File: src/rtl/wb_stage_if.sv
`default_nettype none
// ============================================================================
// Module   : wb_stage_if
// Purpose  : Bundles the ALU/load handshakes, scoreboard and RF write port.
// Revision : 1.0 - initial release
// ============================================================================
interface wb_stage_if #(
  parameter int DEPTH = 4
);
  localparam int c_cw = $clog2(DEPTH) + 1;

  logic            alu_valid;
  logic            alu_ready;
  logic [3:0]      alu_rd;
  logic [31:0]     alu_data;

  logic            ld_valid;
  logic            ld_ready;
  logic [3:0]      ld_rd;
  logic [31:0]     ld_data;

  logic            issue_ld_valid;
  logic [3:0]      issue_ld_rd;

  logic [15:0]     busy;
  logic [c_cw-1:0] ld_q_count;

  logic            rf_we;
  logic [3:0]      rf_waddr;
  logic [31:0]     rf_wdata;

  modport master (
    output alu_valid, alu_rd, alu_data,
    output ld_valid, ld_rd, ld_data,
    output issue_ld_valid, issue_ld_rd,
    input  alu_ready, ld_ready, busy, ld_q_count,
    input  rf_we, rf_waddr, rf_wdata
  );

  modport slave (
    input  alu_valid, alu_rd, alu_data,
    input  ld_valid, ld_rd, ld_data,
    input  issue_ld_valid, issue_ld_rd,
    output alu_ready, ld_ready, busy, ld_q_count,
    output rf_we, rf_waddr, rf_wdata
  );
endinterface
`default_nettype wire

File: src/rtl/wb_stage.sv
`default_nettype none
// ============================================================================
// Module   : wb_stage
// Purpose  : Writeback merge of ALU results and queued load returns onto the
//            register-file write port, with a load busy scoreboard.
// Revision : 1.0 - initial release
// ============================================================================
module wb_stage #(
  parameter int DEPTH      = 4,
  parameter int STARVE_MAX = 3
) (
  input  logic      clk,
  input  logic      rst_n,
  wb_stage_if.slave bus
);

  localparam int c_aw = $clog2(DEPTH);
  localparam int c_cw = c_aw + 1;
  localparam int c_sw = $clog2(STARVE_MAX + 1);

  localparam logic [c_cw-1:0] c_depth      = c_cw'(DEPTH);
  localparam logic [c_sw-1:0] c_starve_max = c_sw'(STARVE_MAX);

  // Load-return queue storage and bookkeeping
  logic [3:0]      r_q_rd   [DEPTH];
  logic [31:0]     r_q_data [DEPTH];
  logic [c_aw-1:0] r_wptr;
  logic [c_aw-1:0] r_rptr;
  logic [c_cw-1:0] r_count;
  logic [c_sw-1:0] r_starve;

  logic [15:0]     r_busy;
  logic            r_rf_we;
  logic [3:0]      r_rf_waddr;
  logic [31:0]     r_rf_wdata;

  logic            w_ld_ready;
  logic            w_alu_ready;
  logic            w_q_empty;
  logic            w_alu_sel;
  logic            w_pop;
  logic            w_push;
  logic [3:0]      w_head_rd;
  logic [31:0]     w_head_data;
  logic [15:0]     w_busy_nxt;

  // Both ready signals depend on state only, never on the incoming valids.
  assign w_ld_ready  = (r_count != c_depth);
  assign w_alu_ready = (r_starve != c_starve_max);
  assign w_q_empty   = (r_count == '0);

  assign w_alu_sel   = bus.alu_valid && w_alu_ready;
  assign w_pop       = !w_alu_sel && !w_q_empty;
  assign w_push      = bus.ld_valid && w_ld_ready;

  assign w_head_rd   = r_q_rd[r_rptr];
  assign w_head_data = r_q_data[r_rptr];

  // Clear first so a same-edge issue to the popped register stays busy.
  always_comb begin
    w_busy_nxt = r_busy;
    if (w_pop) begin
      w_busy_nxt[w_head_rd] = 1'b0;
    end
    if (bus.issue_ld_valid && (bus.issue_ld_rd != 4'd0)) begin
      w_busy_nxt[bus.issue_ld_rd] = 1'b1;
    end
  end

  always_ff @(posedge clk) begin
    if (w_push) begin
      r_q_rd[r_wptr]   <= bus.ld_rd;
      r_q_data[r_wptr] <= bus.ld_data;
    end
  end

  always_ff @(posedge clk or negedge rst_n) begin
    if (!rst_n) begin
      r_wptr  <= '0;
      r_rptr  <= '0;
      r_count <= '0;
    end else begin
      if (w_push) begin
        r_wptr <= r_wptr + c_aw'(1);
      end
      if (w_pop) begin
        r_rptr <= r_rptr + c_aw'(1);
      end
      case ({w_push, w_pop})
        2'b10:   r_count <= r_count + c_cw'(1);
        2'b01:   r_count <= r_count - c_cw'(1);
        default: r_count <= r_count;
      endcase
    end
  end

  // Counts ALU wins over a waiting load; at the limit the ALU is held off.
  always_ff @(posedge clk or negedge rst_n) begin
    if (!rst_n) begin
      r_starve <= '0;
    end else if (w_pop || w_q_empty) begin
      r_starve <= '0;
    end else if (w_alu_sel) begin
      r_starve <= r_starve + c_sw'(1);
    end
  end

  always_ff @(posedge clk or negedge rst_n) begin
    if (!rst_n) begin
      r_busy <= '0;
    end else begin
      r_busy <= w_busy_nxt;
    end
  end

  // Writes to r0 are consumed silently and leave the address/data untouched.
  always_ff @(posedge clk or negedge rst_n) begin
    if (!rst_n) begin
      r_rf_we    <= 1'b0;
      r_rf_waddr <= 4'd0;
      r_rf_wdata <= 32'd0;
    end else begin
      r_rf_we <= 1'b0;
      if (w_alu_sel) begin
        if (bus.alu_rd != 4'd0) begin
          r_rf_we    <= 1'b1;
          r_rf_waddr <= bus.alu_rd;
          r_rf_wdata <= bus.alu_data;
        end
      end else if (w_pop) begin
        if (w_head_rd != 4'd0) begin
          r_rf_we    <= 1'b1;
          r_rf_waddr <= w_head_rd;
          r_rf_wdata <= w_head_data;
        end
      end
    end
  end

  assign bus.alu_ready  = w_alu_ready;
  assign bus.ld_ready   = w_ld_ready;
  assign bus.busy       = r_busy;
  assign bus.ld_q_count = r_count;
  assign bus.rf_we      = r_rf_we;
  assign bus.rf_waddr   = r_rf_waddr;
  assign bus.rf_wdata   = r_rf_wdata;

endmodule
`default_nettype wire

File: src/flat_wrapper.sv
// flat-port wrapper written by rule: the top's interface ports become plain ports
module wb_stage_flat 
#(
  parameter int DEPTH      = 4,
  parameter int STARVE_MAX = 3
)
  (clk, rst_n, bus_alu_valid, bus_alu_rd, bus_alu_data, bus_ld_valid, bus_ld_rd, bus_ld_data, bus_issue_ld_valid, bus_issue_ld_rd, bus_alu_ready, bus_ld_ready, bus_busy, bus_ld_q_count, bus_rf_we, bus_rf_waddr, bus_rf_wdata);
  wb_stage_if #(.DEPTH(DEPTH)) bus_i ();
  input  logic clk;
  input  logic rst_n;
  input wire logic [$bits(bus_i.alu_valid)-1:0] bus_alu_valid;
  input wire logic [$bits(bus_i.alu_rd)-1:0] bus_alu_rd;
  input wire logic [$bits(bus_i.alu_data)-1:0] bus_alu_data;
  input wire logic [$bits(bus_i.ld_valid)-1:0] bus_ld_valid;
  input wire logic [$bits(bus_i.ld_rd)-1:0] bus_ld_rd;
  input wire logic [$bits(bus_i.ld_data)-1:0] bus_ld_data;
  input wire logic [$bits(bus_i.issue_ld_valid)-1:0] bus_issue_ld_valid;
  input wire logic [$bits(bus_i.issue_ld_rd)-1:0] bus_issue_ld_rd;
  output wire logic [$bits(bus_i.alu_ready)-1:0] bus_alu_ready;
  output wire logic [$bits(bus_i.ld_ready)-1:0] bus_ld_ready;
  output wire logic [$bits(bus_i.busy)-1:0] bus_busy;
  output wire logic [$bits(bus_i.ld_q_count)-1:0] bus_ld_q_count;
  output wire logic [$bits(bus_i.rf_we)-1:0] bus_rf_we;
  output wire logic [$bits(bus_i.rf_waddr)-1:0] bus_rf_waddr;
  output wire logic [$bits(bus_i.rf_wdata)-1:0] bus_rf_wdata;
  assign bus_i.alu_valid = bus_alu_valid;
  assign bus_i.alu_rd = bus_alu_rd;
  assign bus_i.alu_data = bus_alu_data;
  assign bus_i.ld_valid = bus_ld_valid;
  assign bus_i.ld_rd = bus_ld_rd;
  assign bus_i.ld_data = bus_ld_data;
  assign bus_i.issue_ld_valid = bus_issue_ld_valid;
  assign bus_i.issue_ld_rd = bus_issue_ld_rd;
  assign bus_alu_ready = bus_i.alu_ready;
  assign bus_ld_ready = bus_i.ld_ready;
  assign bus_busy = bus_i.busy;
  assign bus_ld_q_count = bus_i.ld_q_count;
  assign bus_rf_we = bus_i.rf_we;
  assign bus_rf_waddr = bus_i.rf_waddr;
  assign bus_rf_wdata = bus_i.rf_wdata;
  wb_stage #(.DEPTH(DEPTH), .STARVE_MAX(STARVE_MAX)) u_core (.clk(clk), .rst_n(rst_n), .bus(bus_i));
endmodule
File: config.mk
export PLATFORM = sky130hd
export DESIGN_NAME = wb_stage_flat
export DESIGN_NICKNAME = d
export VERILOG_FILES = /design/src/rtl/wb_stage_if.sv /design/src/rtl/wb_stage.sv /design/src/flat_wrapper.sv
export SDC_FILE = /design/constraint.sdc
export NUM_CORES = 1
export LEC_CHECK = 0
export ABC_AREA = 1
export CAP_MARGIN = 20
export CORE_MARGIN = 4
export CORE_UTILIZATION = 42
export DETAILED_ROUTE_END_ITERATION = 6
export GPL_ROUTABILITY_DRIVEN = 0
export GPL_TIMING_DRIVEN = 0
export PLACE_DENSITY_LB_ADDON = 0.2
export SETUP_SLACK_MARGIN = 0.4
export SLEW_MARGIN = 20
export SYNTH_ARGS = -nofsm -noshare
export SYNTH_HDL_FRONTEND = slang
export SYNTH_SLANG_ARGS = --single-unit
File: constraint.sdc
create_clock -name clk -period 3.76 [get_ports clk]
set_input_delay 0.94 -clock clk [delete_from_list [all_inputs] [get_ports clk]]
set_output_delay 0.94 -clock clk [all_outputs]
set_load 0.03 [all_outputs]
Word level (Yosys, flattened, before mapping). Memories as Yosys holds them, arrays and structs flattened. Index checks and enable logic that the tools add are counted.

Word-level logic and storage cells: 68. Bits in writable memories: 144. Output and inout port bits: 58. Memories kept: 2. Bits in registers: 62. Input port bits: 81.

Memories: u_core.r_q_data (words 4, width 32, read ports 1, clocked after Yosys merged registers in 0, write ports 1, line wb_stage.sv:26) `logic [31:0] r_q_data [DEPTH];`; u_core.r_q_rd (words 4, width 4, read ports 1, clocked after Yosys merged registers in 0, write ports 1, line wb_stage.sv:25) `logic [3:0] r_q_rd [DEPTH];`.

Add/sub/neg operators: 5. Multiplexer cells: 23. Equal/unequal tests: 5. Reductions and logical operators: 18. Order comparisons: 4. Bitwise operators: 3.

Operator list (number): $mux W32 (4); $mux W16 (2); $and A16 B16 Y16 (1); $mux W4 (4); $not A16 Y16 (1); $or A16 B16 Y16 (1); $reduce_bool A4 Y1 (3); $lt A4 B5 Y1 const B (2); $demux W1 S4 (2); $ge A4 B1 Y1 const B (2); $mux W1 (8); $reduce_bool A2 Y1 (4); $add A2 B1 Y2 const B (3); $logic_and A1 B1 Y1 (6); $pmux W3 S2 (1); $mux W2 (2); $ne A2 B2 Y1 const B (2); $add A3 B1 Y3 const B (1); $logic_not A3 Y1 (1); $ne A3 B3 Y1 const B (1); $reduce_and A3 Y1 (1); $sub A3 B1 Y3 const B (1); $eq A2 B1 Y1 const B (1); $eq A2 B2 Y1 const B (1); 2 further kinds (3).

Depth between registers and ports, before layout. An unclocked memory read counts as a cell.

Word-level depth: 10. Gate-level depth with buffers: 11. Gate-level depth less buffers: 11.

Worst setup path before layout. OpenSTA, ideal clock, no wires.

Path kind: register -> register. From: register u_core.r_count[1] (netlist: u_core.bus.ld_q_count[1]). To: memory u_core.r_q_data[0][0] (enable). Data required time: 3331 ps. Cell stages (with the launch flop): 5. Data arrival time: 2762 ps. Clock period less this slack: 3192 ps. Path slack: 568 ps. Path buffers: 0. Setup time: 429 ps. Path through: dfrtp_1 -> inv_1 -> nand3_1 -> nand2_1 -> nor2_1.

Longest elaborated chain between the ends: 4.

Ends and longest elaborated chain: from (decl) (line wb_stage.sv:29) `logic [c_cw-1:0] r_count;`; from (signal assigned) (line wb_stage.sv:90) `2'b10: r_count <= r_count + c_cw'(1);`; from (signal assigned) (line wb_stage.sv:91) `2'b01: r_count <= r_count - c_cw'(1);`; from (signal assigned) (line wb_stage.sv:92) `default: r_count <= r_count;`; $ne A3 B3 Y1 (line wb_stage.sv:48) `assign w_ld_ready = (r_count != c_depth);`; named net bus_ld_ready (line flat_wrapper.sv:20) `output wire logic [$bits(bus_i.ld_ready)-1:0] bus_ld_ready;`; $logic_and A1 B1 Y1 (line wb_stage.sv:54) `assign w_push = bus.ld_valid && w_ld_ready;`; $mux W1 (line wb_stage.sv:71) `if (w_push) begin`; $mux W1 (implied by the code) (line wb_stage.sv:73) `r_q_data[r_wptr] <= bus.ld_data;`; to (decl) (line wb_stage.sv:26).

The timed path passes the listed nets, and every way through them passes these cells.

Final worst setup path.
From: register u_core.r_starve[0]. To: output port bus_alu_ready.

Longest elaborated chain between the ends: 1.

Ends and longest elaborated chain: from (decl) (line wb_stage.sv:30) `logic [c_sw-1:0] r_starve;`; from (signal assigned) (line wb_stage.sv:104) `r_starve <= r_starve + c_sw'(1);`; $ne A2 B2 Y1 (line wb_stage.sv:49) `assign w_alu_ready = (r_starve != c_starve_max);`; to (decl) (line flat_wrapper.sv:19) `output wire logic [$bits(bus_i.alu_ready)-1:0] bus_alu_ready;`.

No other way between the ends.

==> results.cfg <==
[finish]
layout.area.seq_um2 = 5880
n_fill_cell = 1687
inserted_diodes = 0
drive_gt1_share_pct = 6.47
multi_input_area_um2 = 2270
finalNetCount = 1015
final_util_pct = 56.2
instances_no_fill = 1208
layout.cell_area.non_filler_um2 = 11000
flow.area_growth_from_synthesis_pct = 31.2

[power_and_ir_drop]
cellPowerDensity_nw_per_um2 = 838
p_total_mw = 9.23
peakVddDrop_mv = 0.455
total_leakage_power_nw = 4.30

[detailed_routing]
dr.first_iter.drc_count = 536
drt_pre_antenna_iters = 5
drt.antenna.violating_nets = 0
wl_um = 21700
drt_drc_violations_left = 0
wl_per_cell_um = 18.0
vias = 6212
via_per_inst = 5.14

[worst_setup_path]
timing_worst_setup_path_type = flip-flop to output pin
timing.critical_path.from_type = flip-flop
cp_max_fanout = 2
worstPathArrival_ns = 1.80
end_kind = output pin
required_ns = 2.82
timing.reg2reg.setup_slack_ns = 1.34

[clock_tree]
cts_tree = done
tritoncts_num_sinks = 206
h_tree_depth = 1
post_cts_resized = 0
clock_tree.root_cell = clkbuf_16
cts.hold.buffers_added = 0
postCtsSetupBuffers = 0
tritoncts.num_buffers = 22
cts_max_path_buffers = 3
clk_latency_ns = 0.49
clkSlewWorstSetupHoldPaths_ns = 0.06

[grt]
grt_antenna_before_repair = 1
first_pass_grt_wire_length_um = 34100
vias_in_the_first_global_route = 6271
global_route.usage.total_pct = 19.5
remaining_global_route_overflow = 0
maximum_number_of_pins_on_one_net_before_global_route_repair = 35

[synthesis]
synth_top_family_by_area = simple AND/OR/NAND/NOR gates
synth-seq-area-share_pct = 70.0
synth-edff-count = 144
async_flop_share_pct = 30.1
yosys.area.top_type = edfxtp_1
net_count_after_synthesis = 846
netlist-cell-type-count = 25
synthSimpleGateAreaFrac_pct = 16.2
synth_most_common_cell = nand2_1
syn-cell-area_um2 = 8400
synthCells = 758
synth_xor_area_share_pct = 0.417
synthTopCellsByCount = nand2_1, edfxtp_1, o21ai_0
yosysWarningCount = 0
synth.avg_cell_area_um2 = 11.1
synthDominantCellAreaShare_pct = 51.5
synth_seq_cells = 206
synthFlopType = edfxtp_1
fraction_of_the_mapped_netlist_area_in_compound_gates_pct = 8.85
yosys-mux-area-fraction_pct = 0
netlist_top_cells_area = edfxtp_1, dfrtp_1, nand2_1
synth_adder_area_share_pct = 1.13

[sta]
worstMarginPinSlew_ns = 0.632
worst_hold_slack_ns = 0.370
f_max_mhz = 365
fin_ws_ns = 1.02
timing.final.crit_share_pct = 72.8
setup_repair_after_global_routing_missed_its_margin = false
final-max-slew-violation-count = 0
slew-limit-headroom_pct = 57.7
setup_viol = 0
final-hold-violation-count = 0
final.min_clock_period_ns = 2.74
finClkSkew_ns = 0.00589
totalNegativeSetupSlack_ns = 0

[die]
fp.dieArea_um2 = 22300
die-width_um = 149
die_height_um = 149
rows = 51
initial_utilization_pct = 42.9
core_footprint_um2 = 19600
io_pins = 139

[run]
max_cap_viol_count = 0

[run_status]
status = finished, final reports clean

[placement]
placed_cells_incl_taps = 1168
dpl.hpwl_um = 14800
placedInstanceArea_um2 = 10300
dpl_worst_slack_ns = 0.503
io_buffers = 138

[hold_path]
min_path_type = primary input to async pin
## area by class of cell
class                      instances  area share, %
clock inverter                    11          0.806
multi-input combinational        490           20.6
inverter                          23          0.784
clock buffer                      29           5.61
sequential                       206           53.3
timing repair buffer             145           14.1
tap                              265           3.01
buffer                            39           1.82
## worst max-delay path, cell delays in order, from the launching register on
cell	delay (ns)
dfrtp_1	0.38
ha_1	0.19
inv_1	0.06
clkdlybuf4s50_1	0.67
## final timing paths
check | endpoint | start | cells after the start
setup / recovery | bus_alu_ready | u_core.r_starve[0] | 3
hold / removal | u_core.bus.rf_we | rst_n | 1
setup reg to reg | u_core.bus.ld_q_count[1] | u_core.r_starve[0] | 9
hold reg to reg | u_core.r_starve[0] | u_core.r_starve[0] | 1
max in group asynchronous | u_core.bus.rf_wdata[27] | rst_n | 2
min in group clk | u_core.r_starve[0] | u_core.r_starve[0] | 1
## power by group
| part | switching (mW) | internal (mW) |
|---|---|---|
| clock | 0.861 | 1.23 |
| combinational | 2.46 | 1.34 |
| sequential | 0.246 | 3.10 |
| total | 3.57 | 5.66 |
## state kept, by name, summed over array words and instances, names as in the netlist
name and count:
u_core.r_q_data 128, u_core.bus.busy 16, u_core.bus.ld_q_count 3, u_core.bus.rf_waddr 4, u_core.r_starve 2, u_core.r_rptr 2, u_core.bus.rf_we 1, u_core.bus.rf_wdata 32
u_core.r_wptr 2, u_core.r_q_rd 16
## logic make-up after synthesis
logic type	count (synthesis)
buf+inv	62
simple gates	342
flops	206
xor+xnor	4
fa+ha+maj	7
compound gates	137
## placed cells by master (no fill, tap or decap)
cell and count:
buf_2 1, clkinv_2 3, nand2_4 1, o21ai_4 1
bufinv_16 1, xnor2_1 1, o21a_1 1, clkbuf_8 2
o21ai_0 100, buf_6 5, buf_4 5, clkinvlp_4 2
nand2_2 2, nor2_1 75, o22ai_1 32, inv_2 2
clkinv_1 4, a21oi_1 2, buf_12 3, clkdlybuf4s50_1 137
clkbuf_16 23, fa_1 1, clkinv_4 1, inv_6 1
nand2_1 206, clkbuf_1 33, ha_1 6, nor2_4 4
buf_16 4, edfxtp_1 144, xor2_1 3, nand3_1 53
inv_1 20, o31a_1 1, dfrtp_1 62, nor3_1 1
## per-layer routing
metal | vias up | GRT usage [%] | share of wire [%]
met4 | 2 | 5.35 | 2.5
met1 | 2957 | 27.5 | 45
met2 | 251 | 31.0 | 45
met3 | 41 | 4.09 | 7.9
li1 | 2961 | - | -
met5 | - | 0 | 0.060
No activity file was read; power rests on OpenSTA's default activity.
